--- src/rtl/echo_delay_ctrl.sv ---
// Echo sequencer for a single-clock dual-port delay-line RAM: each input sample
// is mixed with a gain-scaled copy of the output from `delay` samples earlier and written back.
module echo_delay_ctrl #(
  parameter int DATA_WIDTH = 16,
  parameter int ADDR_WIDTH = 11
) (
  input  logic                         clock,
  input  logic                         reset,
  input  logic                         in_valid,
  input  logic signed [DATA_WIDTH-1:0] in_data,
  input  logic                         enable,
  input  logic        [ADDR_WIDTH-1:0] delay,
  input  logic        [3:0]            gain,
  output logic                         out_valid,
  output logic signed [DATA_WIDTH-1:0] out_data,
  output logic                         busy,
  output logic                         overrun,
  output logic                         ram_wren,
  output logic        [ADDR_WIDTH-1:0] ram_wraddress,
  output logic        [DATA_WIDTH-1:0] ram_data,
  output logic                         ram_rden,
  output logic        [ADDR_WIDTH-1:0] ram_rdaddress,
  input  logic signed [DATA_WIDTH-1:0] ram_q
);

  localparam int DW = DATA_WIDTH;
  localparam int AW = ADDR_WIDTH;

  typedef enum logic [2:0] {IDLE, RD, WAIT, MIX, WR} state_e;

  state_e state_q, state_d;

  logic [AW-1:0]        wr_ptr_q, wr_ptr_d;
  logic [AW-1:0]        fill_q, fill_d;
  logic [AW-1:0]        delay_q, delay_d;
  logic signed [DW-1:0] in_q, in_d;
  logic signed [DW-1:0] dly_q, dly_d;
  logic                 en_q, en_d;
  logic [3:0]           gain_q, gain_d;

  logic                 out_valid_q, out_valid_d;
  logic signed [DW-1:0] out_data_q, out_data_d;
  logic                 busy_q, busy_d;
  logic                 overrun_q, overrun_d;
  logic                 ram_wren_q, ram_wren_d;
  logic [AW-1:0]        ram_wraddress_q, ram_wraddress_d;
  logic [DW-1:0]        ram_data_q, ram_data_d;
  logic                 ram_rden_q, ram_rden_d;
  logic [AW-1:0]        ram_rdaddress_q, ram_rdaddress_d;

  logic                 use_echo;
  logic signed [DW+4:0] prod;
  logic signed [DW+4:0] echo;
  logic signed [DW+5:0] sum;
  logic signed [DW-1:0] mix;

  // Echo is masked during warm-up: RAM cells older than fill_cnt were never written.
  always_comb begin
    use_echo = en_q && (delay_q != '0) && (fill_q >= delay_q);
    prod = $signed({{5{dly_q[DW-1]}}, dly_q}) * $signed({{(DW+1){1'b0}}, gain_q});
    if (use_echo) echo = prod >>> 4;
    else          echo = '0;
    sum = $signed({{6{in_q[DW-1]}}, in_q}) + $signed({echo[DW+4], echo});
    if ((sum[DW+5:DW-1] == '0) || (sum[DW+5:DW-1] == '1)) mix = sum[DW-1:0];
    else if (sum[DW+5])                                   mix = {1'b1, {(DW-1){1'b0}}};
    else                                                  mix = {1'b0, {(DW-1){1'b1}}};
  end

  always_ff @(posedge clock or posedge reset) begin
    if (reset) state_q <= IDLE;
    else       state_q <= state_d;
  end

  always_comb begin
    state_d = state_q;
    unique case (state_q)
      IDLE:    if (in_valid) state_d = RD;
      RD:      state_d = WAIT;
      WAIT:    state_d = MIX;
      MIX:     state_d = WR;
      WR:      state_d = IDLE;
      default: state_d = IDLE;
    endcase
  end

  always_comb begin
    wr_ptr_d        = wr_ptr_q;
    fill_d          = fill_q;
    delay_d         = delay_q;
    in_d            = in_q;
    dly_d           = dly_q;
    en_d            = en_q;
    gain_d          = gain_q;
    out_data_d      = out_data_q;
    busy_d          = busy_q;
    ram_wraddress_d = ram_wraddress_q;
    ram_data_d      = ram_data_q;
    ram_rdaddress_d = ram_rdaddress_q;
    out_valid_d     = 1'b0;
    ram_wren_d      = 1'b0;
    ram_rden_d      = 1'b0;
    overrun_d       = in_valid && (state_q != IDLE);
    unique case (state_q)
      IDLE: begin
        if (in_valid) begin
          in_d            = in_data;
          en_d            = enable;
          delay_d         = delay;
          gain_d          = gain;
          ram_rden_d      = 1'b1;
          ram_rdaddress_d = wr_ptr_q - delay;
          busy_d          = 1'b1;
        end
      end
      WAIT: dly_d = ram_q;
      MIX: begin
        ram_wren_d      = 1'b1;
        ram_wraddress_d = wr_ptr_q;
        ram_data_d      = mix;
        out_valid_d     = 1'b1;
        out_data_d      = mix;
      end
      WR: begin
        wr_ptr_d = wr_ptr_q + AW'(1);
        if (fill_q != '1) fill_d = fill_q + AW'(1);
        busy_d = 1'b0;
      end
      default: ;
    endcase
  end

  always_ff @(posedge clock or posedge reset) begin
    if (reset) begin
      wr_ptr_q        <= '0;
      fill_q          <= '0;
      delay_q         <= '0;
      in_q            <= '0;
      dly_q           <= '0;
      en_q            <= 1'b0;
      gain_q          <= '0;
      out_valid_q     <= 1'b0;
      out_data_q      <= '0;
      busy_q          <= 1'b0;
      overrun_q       <= 1'b0;
      ram_wren_q      <= 1'b0;
      ram_wraddress_q <= '0;
      ram_data_q      <= '0;
      ram_rden_q      <= 1'b0;
      ram_rdaddress_q <= '0;
    end else begin
      wr_ptr_q        <= wr_ptr_d;
      fill_q          <= fill_d;
      delay_q         <= delay_d;
      in_q            <= in_d;
      dly_q           <= dly_d;
      en_q            <= en_d;
      gain_q          <= gain_d;
      out_valid_q     <= out_valid_d;
      out_data_q      <= out_data_d;
      busy_q          <= busy_d;
      overrun_q       <= overrun_d;
      ram_wren_q      <= ram_wren_d;
      ram_wraddress_q <= ram_wraddress_d;
      ram_data_q      <= ram_data_d;
      ram_rden_q      <= ram_rden_d;
      ram_rdaddress_q <= ram_rdaddress_d;
    end
  end

  assign out_valid     = out_valid_q;
  assign out_data      = out_data_q;
  assign busy          = busy_q;
  assign overrun       = overrun_q;
  assign ram_wren      = ram_wren_q;
  assign ram_wraddress = ram_wraddress_q;
  assign ram_data      = ram_data_q;
  assign ram_rden      = ram_rden_q;
  assign ram_rdaddress = ram_rdaddress_q;

endmodule

--- config.mk ---
export PLATFORM = sky130hd
export DESIGN_NAME = echo_delay_ctrl
export DESIGN_NICKNAME = d
export VERILOG_FILES = /design/src/rtl/echo_delay_ctrl.sv
export SDC_FILE = /design/constraint.sdc
export NUM_CORES = 1
export LEC_CHECK = 0
export ABC_AREA = 1
export CORE_UTILIZATION = 53
export CTS_BUF_LIST = sky130_fd_sc_hd__clkbuf_8
export CTS_CLUSTER_SIZE = 24
export DETAILED_ROUTE_END_ITERATION = 7
export GPL_ROUTABILITY_DRIVEN = 0
export GPL_TIMING_DRIVEN = 0
export PLACE_DENSITY = 0.87
export SLEW_MARGIN = 10
export SYNTH_ARGS = -nofsm -noshare
export SYNTH_HDL_FRONTEND = slang
export SYNTH_SLANG_ARGS = --single-unit
--- constraint.sdc ---
create_clock -name clock -period 5.3 [get_ports clock]
set_clock_uncertainty 0.05 [all_clocks]
set_input_delay 1.06 -clock clock [delete_from_list [all_inputs] [get_ports clock]]
set_output_delay 1.06 -clock clock [all_outputs]
set_load 0.03 [all_outputs]
==> metrics.cfg, run 1 <==
[run_status]
outcome = complete, no violations

[synth]
yosysTopAreaCellShare = 0.320
synth.net_count = 1347
postSynthCellCount = 1184
synth_edf_count = 0
synthFlopType = dfrtp_1
ys_types = 46
synth_top_area_cell = dfrtp_1
ys_seq_area_frac = 0.320
yosysWarnings = 0
synth_area_um2 = 9000
ys_ff_latch = 115
avgSynthCellArea_um2 = 7.60
async_reset_ff_frac = 1.00
ys_top_cells_by_area = dfrtp_1, nand2_1, ha_1

[floorplan]
die_area_um2 = 17500
die_h_um = 132
start_util = 0.543
io_pins = 110
core-area_um2 = 16600
die_x_um = 132
num_rows = 47

[detailed_routing]
drt_pass1_iterations = 7
post-route-drc-count = 0
viasPerCell = 5.29
routedWlPerCell_um = 15.1
drt_iter0_markers = 766
vias = 8280
ant_nets = 0
wl_um = 23600

[critical_path]
startpoint_type = flip-flop
critPathRequiredTime_ns = 5.59
arrival_ns = 5.52
crit_slowest_cell = fa_1
critPathMaxStageDelay_ns = 0.57
end_kind = flip-flop
criticalPathCategory = flip-flop to flip-flop
path_max_fanout = 10

[layout]
nets = 1496
antennaDiodeCount = 0
areaGrowthSynthToFinish_pct = 28.1
fin_cells = 1566
drive_gt1_frac = 0.158

[cts]
cts.sinks = 115
clkSlewWorstSetupHoldPaths_ns = 0.07
clk_latency_ns = 0.46
clockBufferDepth = 2
clockRootBuffer = clkbuf_8
numCtsBuffers = 17
cts_htree_levels = 4
cts_tree = done
hold_buffers = 0

[place]
dp_hpwl_um = 16500
io_buffers = 109
placed_cells = 1514

[sta]
finalSetupTns_ns = 0
relSlewSlack = 0.594
setup_violations = 0
worstMarginPinSlew_ns = 0.608
min_period_over_period = 0.987
hold_viol = 0
slew_violations = 0
post-route-min-period_ns = 5.23
max_freq_mhz = 191

[grt]
grt_pass1_wl_um = 35500
antenna_found_initial = 0
grt_pass1_vias = 7677
grt_max_degree = 74
grt_overflow = 0
track_usage = 0.253

[run]
drv_cap = 0

[worst_hold_path]
holdCritPathClass = flip-flop to flip-flop

[path summary, 6_finish.rpt]
path                                          startpoint                       endpoint  slack (ns)  depth (start not counted)
max in group asynchronous                          reset          gain_q[3]$_DFFE_PP0P_        3.55                          3
setup / recovery                   gain_q[3]$_DFFE_PP0P_        ram_data[9]$_DFFE_PP0P_        0.07                         29
hold reg to reg            ram_rdaddress[10]$_DFFE_PP0P_  ram_rdaddress[10]$_DFFE_PP0P_        0.43                          2
hold / removal             ram_rdaddress[10]$_DFFE_PP0P_  ram_rdaddress[10]$_DFFE_PP0P_        0.43                          2
min in group asynchronous                          reset          fill_q[2]$_DFFE_PP0P_        0.94                          2
setup reg to reg                   gain_q[3]$_DFFE_PP0P_        ram_data[9]$_DFFE_PP0P_        0.07                         29
[layer usage]
metal,track usage,part of all wire,wire length (um),up-vias
met5,0,0,0,-
li1,-,-,-,3942
met3,0.0454,0.070,1660,94
met4,0.136,0.045,1070,0
met1,0.318,0.40,9370,3830
met2,0.415,0.49,11500,414
[critical path: cells and delay by family, from the launching register on]
| family | cells | cell delay (ns) |
|---|---|---|
| AO/OA/AOI/OAI | 5 | 0.74 |
| AND/OR/NAND/NOR | 11 | 1.00 |
| XOR/XNOR | 1 | 0.22 |
| flip-flops | 1 | 0.47 |
| adder cells (fa/ha/maj) | 5 | 1.93 |
| buffers and inverters | 7 | 0.70 |
[state kept, by name, indices dropped and copies added, names as in the netlist]
register,cells
overrun,1
dly_q,16
fill_q,11
ram_rdaddress,11
ram_rden,1
ram_data,16
wr_ptr_q,11
delay_q,11
ram_wraddress,11
en_q,1
busy,1
gain_q,4
in_q,16
ram_wren,1
state_q,3
[Yosys cell counts (2+ instances only)]
library cell  instances
dfrtp_1             115
clkbuf_1             17
xor2_1               34
a31oi_1               3
ha_1                 78
a211oi_1              3
or2_1                 2
nand2_1             333
and3_1                2
mux2_2               15
buf_4                17
fa_1                 34
o21ai_0              57
nor3_2                2
xnor2_1              14
buf_2                 3
nor2_1               79
nand3_1              30
and2_1                2
nor4_1                2
nand4_1               9
a21oi_2              11
a21oi_1              52
nand2_2               6
o21bai_1              3
nor3_1                9
inv_1               229
nor4_2                2
nor2_2                4
[area by class of cell]
type	instances	area, um^2
clock inverters	11	110
well taps	220	275
multi-input cells	799	5550
plain buffers	38	251
repair buffers	132	1300
fillers	1228	5060
flip-flops and latches	115	2880
inverters	230	868
clock buffers	21	289
[cells by family (layout without fill, tap and decap cells)]
logic type               count (synthesis)  in the layout  share of synthesized area
adder cells (fa/ha/maj)                112            112                      0.184
XOR/XNOR                                48             48                     0.0467
AO/OA/AOI/OAI                          137            137                     0.0859
multiplexers                            16             16                     0.0199
flip-flops                             115            115                      0.320
AND/OR/NAND/NOR                        486            486                      0.221
buffers and inverters                  270            432                      0.123
[stage by stage]
step | cell area (um^2) | setup slack (ns) | utilization | hold WS, ns
after CTS | 10800 | 0.0145 | 0.654 | 0.430
after global routing | 11500 | -0.150 | 0.695 | 0.455
after detailed placement | 10400 | -0.590 | 0.627 | 0.413
final | 11500 | 0.0695 | 0.695 | 0.430
after global placement | 10400 | -0.480 | 0.625 | 0.407
after floorplan | 9000 | 0.152 | - | 0.386
[timing repair]
item / CTS / global route
setup buffers: 3 / 17
pin swaps: 2 / 43
hold endpoints to repair: 0 / 0
resized for setup: 11 / 119
gates cloned: 0 / 2
setup endpoints to repair: 16 / 16
[cell usage in the layout, fill, tap and decap left out, types with 3 or more instances in the layout]
cell type and count:
nor2_1 68, nand4_1 9, clkinv_2 3, nand2_2 20
buf_6 7, xor2_1 34, clkdlybuf4s50_1 109, nand2_4 5
ha_4 19, nor3_1 7, xnor2_1 13, a21oi_2 27
nor2_2 11, o21bai_1 3, inv_2 4, mux2_2 15
inv_1 228, a21oi_1 34, nor2_4 5, nor4_2 3
ha_2 4, dfrtp_1 113, ha_1 55, clkbuf_8 21
nor3_2 3, buf_4 35, nand3_1 29, fa_1 34
clkbuf_1 12, buf_2 3, o21ai_0 54, nand2_1 314
Power of run 1 is left out: the tool's default activity adds up to more than one toggle a clock period on the data nets, which glitch-free logic cannot reach.
==> run 2: changes to the inputs <==
==> constraint.sdc (replaced) <==
create_clock -name clock -period 5.3 [get_ports clock]
set_clock_uncertainty 0.05 [all_clocks]
set_input_delay 1.06 -clock clock [delete_from_list [all_inputs] [get_ports clock]]
set_output_delay 1.06 -clock clock [all_outputs]
set_load 0.005 [all_outputs]
==> results of run 2 <==
Final layout, timing and power as in run 1 (identical DEF).
Power of run 2 is left out for the same reason.
==> run 3: changes to the inputs <==
--- a/config.mk
+++ b/config.mk
@@ -12,7 +12,8 @@
 export DETAILED_ROUTE_END_ITERATION = 7
 export GPL_ROUTABILITY_DRIVEN = 0
 export GPL_TIMING_DRIVEN = 0
-export PLACE_DENSITY = 0.87
+export HOLD_SLACK_MARGIN = 0.08
+export PLACE_DENSITY = 0.8
 export SLEW_MARGIN = 10
 export SYNTH_ARGS = -nofsm -noshare
 export SYNTH_HDL_FRONTEND = slang
==> constraint.sdc (replaced) <==
create_clock -name clock -period 5.3 [get_ports clock]
set_clock_uncertainty 0.05 [all_clocks]
set_input_delay 0.795 -clock clock [delete_from_list [all_inputs] [get_ports clock]]
set_output_delay 0.795 -clock clock [all_outputs]
set_load 0.005 [all_outputs]
==> run 3 against run 2 <==
  * Global-route usage fell by 0.26 points
  * Count of clock-buffer cells in the layout increased by 1
  * Fmax is 1.0% lower
  * Register-to-register slack worse by 0.05 ns
  * Via count up 1.8%
  * Cell area grew 1.2%
  * Worst hold slack worse by 0.0015 ns
  * Critical path depth is 4 higher
  * Worst setup slack worse by 0.053 ns
  * First-iteration DRC count down 12%
  * Utilization increased by 0.83 points
  * Sequential share of layout area shrank 0.29 points
==> metrics.cfg, run 3 (same netlist as run 1, synthesis figures left out) <==
[critical_path]
arrival_ns = 5.63
critPathMaxStageDelay_ns = 0.60
r2r-start = gain_q[3]$_DFFE_PP0P_
critPathRequiredTime_ns = 5.64
path_max_fanout = 7
crit_slowest_cell = fa_1
r2r_cells = 33
startpoint_type = flip-flop
criticalPathCategory = flip-flop to flip-flop
cp_common_cell = nand2_1
reg2reg_slack_ns = 0.02
r2r_end = ram_data[0]$_DFFE_PP0P_
end_kind = flip-flop

[layout]
drive_gt1_frac = 0.174
final_cell_mix = nand2_1, inv_1, dfrtp_1
fin_cells = 1572
antennaDiodeCount = 0
multiInputGateArea_um2 = 5670
nets = 1502
areaGrowthSynthToFinish_pct = 29.6
fillCellCount = 1247
regArea_um2 = 2880
final_common_cell = nand2_1

[floorplan]
die_x_um = 132
num_rows = 47
die_area_um2 = 17500
start_util = 0.543
core-area_um2 = 16600
io_pins = 110
die_h_um = 132

[cts]
cts.sinks = 115
numCtsBuffers = 17
clockRootBuffer = clkbuf_8
clk_latency_ns = 0.47
cts_tree = done
clkSlewWorstSetupHoldPaths_ns = 0.07
clockBufferDepth = 2
hold_buffers = 0
cts_htree_levels = 4

[place]
placed_cells = 1514
dp_slack_ns = -0.568
io_buffers = 109
dp_hpwl_um = 16300

[grt]
track_usage = 0.250
grt_pass1_wl_um = 35000
grt_overflow = 0
grt_pass1_vias = 7757
grt_max_degree = 74
antenna_found_initial = 0

[sta]
post-route-min-period_ns = 5.28
relSlewSlack = 0.633
worstMarginPinSlew_ns = 0.550
finalWorstSetupSlack_ns = 0.0165
max_freq_mhz = 189
setup_violations = 0
hold_viol = 0
min_period_over_period = 0.997
hold_ws_ns = 0.428
slew_violations = 0

[detailed_routing]
vias = 8430
wl_um = 24100
drt_pass1_iterations = 7
drt_iter0_markers = 674
post-route-drc-count = 0
routedWlPerCell_um = 15.3
ant_nets = 0
viasPerCell = 5.36

[worst_hold_path]
holdPathStages = 2
worstHoldEndpoint = ram_rdaddress[7]$_DFFE_PP0P_
holdCritPathClass = flip-flop to flip-flop
min_from = ram_rdaddress[7]$_DFFE_PP0P_

[run_status]
outcome = complete, no violations

[run]
drv_cap = 0

==> run 3: area by class of cell <==
type,instances,area share
buffer,38,0.0216
sequential,115,0.247
tap,220,0.0236
clock buffer,22,0.0260
timing repair buffer,138,0.114
inverter,230,0.0744
multi-input combinational,799,0.486
clock inverter,10,0.00719
==> run 3: timing repair <==
| item | 4_1_cts | 5_1_grt |
|---|---|---|
| pin swaps | 4 | 45 |
| hold endpoints to repair | 0 | 0 |
| endpoints found under the setup margin | 16 | 16 |
| setup buffers | 8 | 18 |
| gates cloned | 0 | 2 |
| gates resized for setup | 19 | 126 |
==> run 3: worst max path at each step <==
stage	to	cells past startpoint	from
2_1_floorplan	ram_data[7]$_DFFE_PP0P_	32	gain_q[3]$_DFFE_PP0P_
3_3_place_gp	ram_data[0]$_DFFE_PP0P_	32	gain_q[2]$_DFFE_PP0P_
3_5_place_dp	ram_data[7]$_DFFE_PP0P_	32	gain_q[2]$_DFFE_PP0P_
4_1_cts	ram_data[7]$_DFFE_PP0P_	32	gain_q[3]$_DFFE_PP0P_
5_1_grt	ram_data[9]$_DFFE_PP0P_	32	gain_q[3]$_DFFE_PP0P_
6_report	ram_data[0]$_DFFE_PP0P_	33	gain_q[3]$_DFFE_PP0P_
==> run 3: critical path: cells and delay by family, from the launching register on <==
family / cells / cell delay, ns
flip-flops: 1 / 0.47
AND/OR/NAND/NOR: 18 / 1.68
AO/OA/AOI/OAI: 4 / 0.60
adder cells (fa/ha/maj): 5 / 1.77
buffers and inverters: 6 / 0.63
==> run 3: per-stage QoR <==
| step | TNS, ns | instance area (um^2) | utilization |
|---|---|---|---|
| after floorplan | 0 | 9000 | - |
| after global placement | -22.81 | 10400 | 0.625 |
| after detailed placement | -7.99 | 10400 | 0.627 |
| after CTS | 0 | 10900 | 0.659 |
| after global routing | -2.52 | 11700 | 0.703 |
| final | 0 | 11700 | 0.703 |
==> run 3: per-layer routing <==
layer,vias up,track usage,part of all wire
met5,-,0,0
met4,0,0.0913,0.042
met3,91,0.0434,0.057
met2,378,0.426,0.50
met1,4016,0.320,0.41
li1,3945,-,-
Power of run 3 is left out for the same reason.
